### src/rtl/bus_slave_mux_tmo_if.sv
// Bus bundle between the slave channels, the response mux and the bus master.
// The slave modport is the mux's view; the master modport is the view of whatever drives the slaves.
interface bus_slave_mux_tmo_if #(
    parameter int unsigned NUM_SLAVES = 8,
    parameter int unsigned DATA_W     = 32,
    parameter int unsigned SEL_W      = 3
);
    logic [NUM_SLAVES-1:0]        s_cs_;
    logic [NUM_SLAVES*DATA_W-1:0] s_rd_data;
    logic [NUM_SLAVES-1:0]        s_rdy_;
    logic [DATA_W-1:0]            m_rd_data;
    logic                         m_rdy_;
    logic                         m_err;
    logic                         multi_cs_err;
    logic                         busy;
    logic [SEL_W-1:0]             cur_sel;

    modport slave (
        input  s_cs_, s_rd_data, s_rdy_,
        output m_rd_data, m_rdy_, m_err, multi_cs_err, busy, cur_sel
    );

    modport master (
        output s_cs_, s_rd_data, s_rdy_,
        input  m_rd_data, m_rdy_, m_err, multi_cs_err, busy, cur_sel
    );
endinterface

### src/rtl/bus_slave_mux_tmo.sv
// Registered read-response mux for N slaves. It latches the lowest selected slave,
// waits for its ready, and answers with an error pulse when a watchdog expires first.
module bus_slave_mux_tmo #(
    parameter int unsigned NUM_SLAVES = 8,
    parameter int unsigned DATA_W     = 32,
    parameter int unsigned SEL_W      = 3,
    parameter int unsigned TMO_W      = 8,
    parameter int unsigned TMO_CYCLES = 255
) (
    input logic                clk,
    input logic                reset,
    bus_slave_mux_tmo_if.slave bus
);

    typedef enum logic [1:0] {StIdle, StWait, StHold} state_e;

    localparam logic [TMO_W-1:0]      TmoLast = TMO_W'(TMO_CYCLES - 1);
    localparam logic [NUM_SLAVES-1:0] One     = NUM_SLAVES'(1);

    state_e              state_q, state_d;
    logic [SEL_W-1:0]    cur_sel_q, cur_sel_d;
    logic [TMO_W-1:0]    count_q, count_d;
    logic [DATA_W-1:0]   rd_data_q, rd_data_d;
    logic                rdy_n_q, rdy_n_d;
    logic                err_q, err_d;
    logic                multi_q, multi_d;

    logic [NUM_SLAVES-1:0] cs_low;
    logic                  any_sel;
    logic                  multi_sel;
    logic [SEL_W-1:0]      win_idx;
    logic [DATA_W-1:0]     sel_data;

    assign cs_low    = ~bus.s_cs_;
    assign any_sel   = |cs_low;
    // Clearing the lowest set bit leaves something only if two or more were set.
    assign multi_sel = |(cs_low & (cs_low - One));
    assign sel_data  = bus.s_rd_data[cur_sel_q*DATA_W +: DATA_W];

    always_comb begin
        win_idx = '0;
        for (int i = NUM_SLAVES - 1; i >= 0; i--) begin
            if (cs_low[i]) begin
                win_idx = SEL_W'(i);
            end
        end
    end

    always_comb begin
        state_d   = state_q;
        cur_sel_d = cur_sel_q;
        count_d   = count_q;
        rd_data_d = rd_data_q;
        rdy_n_d   = 1'b1;
        err_d     = 1'b0;
        multi_d   = multi_q;
        unique case (state_q)
            StIdle: begin
                if (any_sel) begin
                    cur_sel_d = win_idx;
                    count_d   = '0;
                    state_d   = StWait;
                    if (multi_sel) begin
                        multi_d = 1'b1;
                    end
                end
            end
            StWait: begin
                if (bus.s_cs_[cur_sel_q]) begin
                    state_d = StIdle;
                end else if (!bus.s_rdy_[cur_sel_q]) begin
                    rd_data_d = sel_data;
                    rdy_n_d   = 1'b0;
                    state_d   = StHold;
                end else if (count_q == TmoLast) begin
                    rd_data_d = '0;
                    rdy_n_d   = 1'b0;
                    err_d     = 1'b1;
                    state_d   = StHold;
                end else begin
                    count_d = count_q + 1'b1;
                end
            end
            StHold: begin
                // A chip-select held past the response must not start a second transaction.
                if (bus.s_cs_[cur_sel_q]) begin
                    state_d = StIdle;
                end
            end
            default: state_d = StIdle;
        endcase
    end

    always_ff @(posedge clk or posedge reset) begin
        if (reset) begin
            state_q   <= StIdle;
            cur_sel_q <= '0;
            count_q   <= '0;
            rd_data_q <= '0;
            rdy_n_q   <= 1'b1;
            err_q     <= 1'b0;
            multi_q   <= 1'b0;
        end else begin
            state_q   <= state_d;
            cur_sel_q <= cur_sel_d;
            count_q   <= count_d;
            rd_data_q <= rd_data_d;
            rdy_n_q   <= rdy_n_d;
            err_q     <= err_d;
            multi_q   <= multi_d;
        end
    end

    assign bus.m_rd_data    = rd_data_q;
    assign bus.m_rdy_       = rdy_n_q;
    assign bus.m_err        = err_q;
    assign bus.multi_cs_err = multi_q;
    assign bus.busy         = (state_q != StIdle);
    assign bus.cur_sel      = cur_sel_q;

endmodule

### src/flat_wrapper.sv
// flat-port wrapper written by rule: the top's interface ports become plain ports
module bus_slave_mux_tmo_flat 
#(
    parameter int unsigned NUM_SLAVES = 8,
    parameter int unsigned DATA_W     = 32,
    parameter int unsigned SEL_W      = 3,
    parameter int unsigned TMO_W      = 8,
    parameter int unsigned TMO_CYCLES = 255
)
  (clk, reset, bus_s_cs_, bus_s_rd_data, bus_s_rdy_, bus_m_rd_data, bus_m_rdy_, bus_m_err, bus_multi_cs_err, bus_busy, bus_cur_sel);
  bus_slave_mux_tmo_if #(.NUM_SLAVES(NUM_SLAVES), .DATA_W(DATA_W), .SEL_W(SEL_W)) bus_i ();
  input logic clk;
  input logic reset;
  input wire logic [$bits(bus_i.s_cs_)-1:0] bus_s_cs_;
  input wire logic [$bits(bus_i.s_rd_data)-1:0] bus_s_rd_data;
  input wire logic [$bits(bus_i.s_rdy_)-1:0] bus_s_rdy_;
  output wire logic [$bits(bus_i.m_rd_data)-1:0] bus_m_rd_data;
  output wire logic [$bits(bus_i.m_rdy_)-1:0] bus_m_rdy_;
  output wire logic [$bits(bus_i.m_err)-1:0] bus_m_err;
  output wire logic [$bits(bus_i.multi_cs_err)-1:0] bus_multi_cs_err;
  output wire logic [$bits(bus_i.busy)-1:0] bus_busy;
  output wire logic [$bits(bus_i.cur_sel)-1:0] bus_cur_sel;
  assign bus_i.s_cs_ = bus_s_cs_;
  assign bus_i.s_rd_data = bus_s_rd_data;
  assign bus_i.s_rdy_ = bus_s_rdy_;
  assign bus_m_rd_data = bus_i.m_rd_data;
  assign bus_m_rdy_ = bus_i.m_rdy_;
  assign bus_m_err = bus_i.m_err;
  assign bus_multi_cs_err = bus_i.multi_cs_err;
  assign bus_busy = bus_i.busy;
  assign bus_cur_sel = bus_i.cur_sel;
  bus_slave_mux_tmo #(.NUM_SLAVES(NUM_SLAVES), .DATA_W(DATA_W), .SEL_W(SEL_W), .TMO_W(TMO_W), .TMO_CYCLES(TMO_CYCLES)) u_core (.clk(clk), .reset(reset), .bus(bus_i));
endmodule
### config.mk
export PLATFORM = sky130hd
export DESIGN_NAME = bus_slave_mux_tmo_flat
export DESIGN_NICKNAME = d
export VERILOG_FILES = /design/src/rtl/bus_slave_mux_tmo_if.sv /design/src/rtl/bus_slave_mux_tmo.sv /design/src/flat_wrapper.sv
export SDC_FILE = /design/constraint.sdc
export NUM_CORES = 1
export LEC_CHECK = 0
export ABC_AREA = 1
export ABC_CLOCK_PERIOD_IN_PS = 2300
export BUFFER_PORTS_ARGS = -buffer_cell sky130_fd_sc_hd__buf_2
export CORE_AREA = 2 2 123 125
export CTS_CLUSTER_DIAMETER = 80
export CTS_CLUSTER_SIZE = 20
export DETAILED_ROUTE_END_ITERATION = 7
export DIE_AREA = 0 0 125 127
export GPL_TIMING_DRIVEN = 0
export HOLD_SLACK_MARGIN = 0.15
export PLACE_DENSITY = 0.74
export REMOVE_ABC_BUFFERS = 1
export SLEW_MARGIN = 10
export SYNTH_ARGS = -nofsm -noshare
export SYNTH_HDL_FRONTEND = slang
export SYNTH_SLANG_ARGS = --single-unit
### constraint.sdc
create_clock -name clk -period 2.3 [get_ports clk]
set_clock_uncertainty 0.2 [all_clocks]
set_input_delay 0.46 -clock clk [delete_from_list [all_inputs] [get_ports clk]]
set_output_delay 0.46 -clock clk [all_outputs]
set_load 0.02 [all_outputs]
==> results.py <==
metrics = {
    "floorplanning": {
        "top_level_ports": 313,
        "start_util_pct": 31.01,
        "die_height_um": 127,
        "die-area_um2": 15880,
        "rows": 44,
        "die_w_um": 125,
        "fp.coreArea_um2": 14420,
    },
    "cells_and_area": {
        "multi_input_area_um2": 2904,
        "n_fill_cell": 1558,
        "final_nets": 1338,
        "area_delta_synth_final_pct": 49.73,
        "regArea_um2": 1214,
        "n_antenna_cell": 0,
        "layout-drive-gt1-share_pct": 35.00,
        "fin_cells": 1247,
    },
    "cts": {
        "cts_tree": "done",
        "cts_buffer_depth": 2,
        "clk_latency_ns": 0.30,
        "cts-root-buf": "clkbuf_16",
        "clkTransAtPathRegs_ns": 0.08,
        "cts.htree.levels": 2,
        "cts_made_buffers": 5,
        "cts.sinks": 48,
    },
    "timing": {
        "finalCritPeriodShare_pct": 94.34,
        "max_freq_mhz": 460.8,
        "slew_headroom_pct": 70.62,
        "min_period_ns": 2.170,
        "drv_slew": 0,
        "finalHoldViolations": 0,
        "setup_viol": 0,
        "max_slew.worst_pin.slew_ns": 0.4400,
        "setup-tns-final_ns": 0,
    },
    "route": {
        "drt_iter0_drc": 379,
        "vias": 6366,
        "drtPass1Iterations": 6,
        "viasPerCell": 5.105,
        "route.detailed.drc": 0,
        "wl_mm": 19.79,
        "wl_per_cell_um": 15.87,
        "detail-route-antenna-nets": 0,
    },
    "yosys": {
        "yosysSeqAreaShare_pct": 26.88,
        "netlist_instances": 770,
        "synth_area_um2": 4473,
        "ys_ff_latch": 48,
        "yosys_warnings": 0,
        "synth.distinct_cells": 30,
        "synth_area_per_cell_um2": 5.809,
    },
    "worst_hold_path": {
        "hold_class": "primary input to register",
    },
    "setup_path": {
        "crit_start": "u_core.bus.cur_sel[1]",
        "rr_endpoint": "u_core.count_q[6]",
        "cp-start-kind": "register",
        "crit_cells": 11,
        "reg2reg_slack_ns": 0.13,
        "cp_slowest_cell": "dfrtp_4",
        "cp.required_ns": 2.29,
        "crit_type": "register to register",
        "reg2reg_depth": 11,
        "crit_path_max_incr_delay_ns": 0.49,
        "r2r_start": "u_core.bus.cur_sel[1]",
        "crit_path_end_kind": "register",
        "critical-path-top-delay-family": "simple AND/OR/NAND/NOR gates",
        "path_buf_inv": 4,
        "crit_end": "u_core.count_q[6]",
        "critPathArrivalTime_ns": 2.16,
        "cp_max_fo": 39,
        "crit_chain": "buf_12 > inv_16 > buf_16 > nand3_1 > nand3_1 > nand2_4 > buf_4 > nand3_4 > nand2_1 > nand2_1 > nand2_1",
        "crit_top_cell": "nand2_1",
    },
    "global_routing": {
        "grt_usage_pct": 23.36,
        "antenna_found_initial": 0,
        "first_global_vias": 5873,
        "grt_max_degree": 76,
        "overflow": 0,
        "grt_pass1_wl_mm": 30.04,
    },
    "power_and_ir_drop": {
        "ir_worst_vdd_v": 0.0004818,
        "p_int_mw": 3.883,
        "p_sw_share_pct": 53.55,
        "switchingPower_mw": 4.476,
        "comb_power_share_pct": 72.1,
        "p_per_area_nw_per_um2": 1248,
        "clkPwrFrac_pct": 10.5,
        "leakagePower_nw": 3.697,
        "power_frac_seq_pct": 17.4,
    },
    "place": {
        "dp.cells": 1214,
        "dp_hpwl_mm": 12.48,
        "portBuffers": 312,
        "gp_congestion": 0.8609,
    },
    "status": {
        "status": "finished, final reports clean",
    },
    "job": {
        "max_cap_violations": 0,
    },
}
cell families after synthesis:
kind of cell,Yosys count,synth area share [%]
and+or+nand+nor,417,37.29
AOI/OAI and AO/OA,208,25.26
buffers and inverters,92,9.427
DFF,48,26.88
xor gates and xnor gates,3,0.5875
adders and majority gates,2,0.5594
layer usage:
layer,vias to the layer above,track usage (%),share of wire (%),wire length (um)
met5,-,0,0,0
met4,0,6.144,2.1,406
met3,26,3.643,8.1,1598
li1,3133,-,-,-
met2,309,42.46,49,9728
met1,2898,28.90,41,8057
power by group through the flow:
stage                     clock network, mW  registers [mW]  logic, mW
after floorplan                           0            1.95       2.77
after global placement                    0            1.81       4.45
after detailed placement                  0            1.64       4.74
after CTS                             0.898            1.44       5.70
after global routing                  0.921            1.50       6.68
final                                 0.882            1.45       6.03
repair_timing:
item	4_1_cts	5_1_grt
resized for setup	17	9
setup buffers	15	3
pin swaps	2	1
endpoints found under the setup margin	45	41
gates cloned	3	3
hold buffers	1	0
endpoints found under the hold margin	17	0
metrics by stage:
| stage | total power, mW | cell area [um2] | setup slack, ns | hold WS (ns) | utilization [%] |
|---|---|---|---|---|---|
| 6_report | 8.359 | 6698 | 0.1301 | 0.2370 | 46.43 |
| 4_1_cts | 8.043 | 6561 | 0.01982 | 0.2322 | 45.49 |
| 2_1_floorplan | 4.725 | 4183 | -3.441 | 0.3030 | - |
| 5_1_grt | 9.098 | 6698 | -0.004251 | 0.2627 | 46.43 |
| 3_3_place_gp | 6.258 | 5974 | -6.195 | 0.2481 | 41.42 |
| 3_5_place_dp | 6.379 | 6098 | -1.712 | 0.2531 | 42.28 |
state kept, by name (all words and copies together), names as in the netlist:
name and cells:
u_core.bus.m_rdy_ 1, u_core.bus.m_rd_data 32, u_core.state_q 2, u_core.count_q 8
u_core.bus.multi_cs_err 1, u_core.bus.m_err 1, u_core.bus.cur_sel 3
Yosys cell counts:
cell type | instances | area (um2)
a21oi_1 | 3 | 15.01
a22oi_1 | 2 | 15.01
a31o_2 | 1 | 8.760
and3_1 | 1 | 6.260
buf_2 | 13 | 65.06
buf_4 | 8 | 60.06
buf_6 | 4 | 45.04
clkbuf_1 | 32 | 120.1
clkinv_1 | 1 | 3.750
dfrtp_1 | 47 | 1176
dfstp_2 | 1 | 26.28
ha_1 | 2 | 25.02
inv_1 | 32 | 120.1
inv_2 | 2 | 7.510
nand2_1 | 243 | 912.1
nand2_2 | 4 | 25.02
nand2_4 | 1 | 11.26
nand3_1 | 23 | 115.1
nand3_4 | 2 | 35.03
nand4_1 | 2 | 12.51
nor2_1 | 134 | 503.0
nor2_2 | 1 | 6.260
nor2_4 | 1 | 11.26
nor3_1 | 3 | 15.01
nor3b_1 | 2 | 15.01
o21ai_0 | 119 | 595.6
o21ai_1 | 19 | 95.09
o22ai_1 | 64 | 400.4
xnor2_1 | 1 | 8.760
xor2_1 | 2 | 17.52
layout by cell type, fill, tap and decap left out, types with 3 or more instances in the layout:
cell type and n:
o22ai_1 63, nand2_1 242, o21ai_1 20, buf_2 312
dfrtp_4 3, nor2_1 133, a21oi_1 3, buf_16 4
o21ai_0 118, buf_4 11, clkbuf_16 8, buf_12 6
inv_2 3, nand3_1 23, dfrtp_1 44, nor3_1 3
inv_1 29, nand3_4 3, nand2_4 4
worst min-delay path, stage by stage:
cell	delay, ns
buf_2	0.10
nand3_1	0.07
o21ai_0	0.07
worst min path at each step:
stage	start	slack, ns	end	cells past startpoint
finish	bus_s_cs_[0]	0.24	u_core.bus.cur_sel[0]	3
detailed placement	u_core.bus.m_rd_data[21]	0.25	u_core.bus.m_rd_data[21]	2
CTS	bus_s_cs_[0]	0.23	u_core.bus.cur_sel[0]	3
global placement	u_core.bus.multi_cs_err	0.25	u_core.bus.multi_cs_err	2
floorplan	u_core.count_q[7]	0.30	u_core.count_q[7]	2
global route	bus_s_cs_[0]	0.26	u_core.bus.cur_sel[0]	3
final cells by class:
| class | count | share of cell area [%] |
|---|---|---|
| flip-flops and latches | 48 | 18.12 |
| inverters | 35 | 2.783 |
| well taps | 184 | 3.437 |
| repair inverters | 1 | 0.1308 |
| clock buffers | 5 | 1.868 |
| multi-input cells | 632 | 43.36 |
| repair buffers | 339 | 29.59 |
| clock inverters | 3 | 0.7099 |
Note: power is estimated with default switching activity, not from simulation.
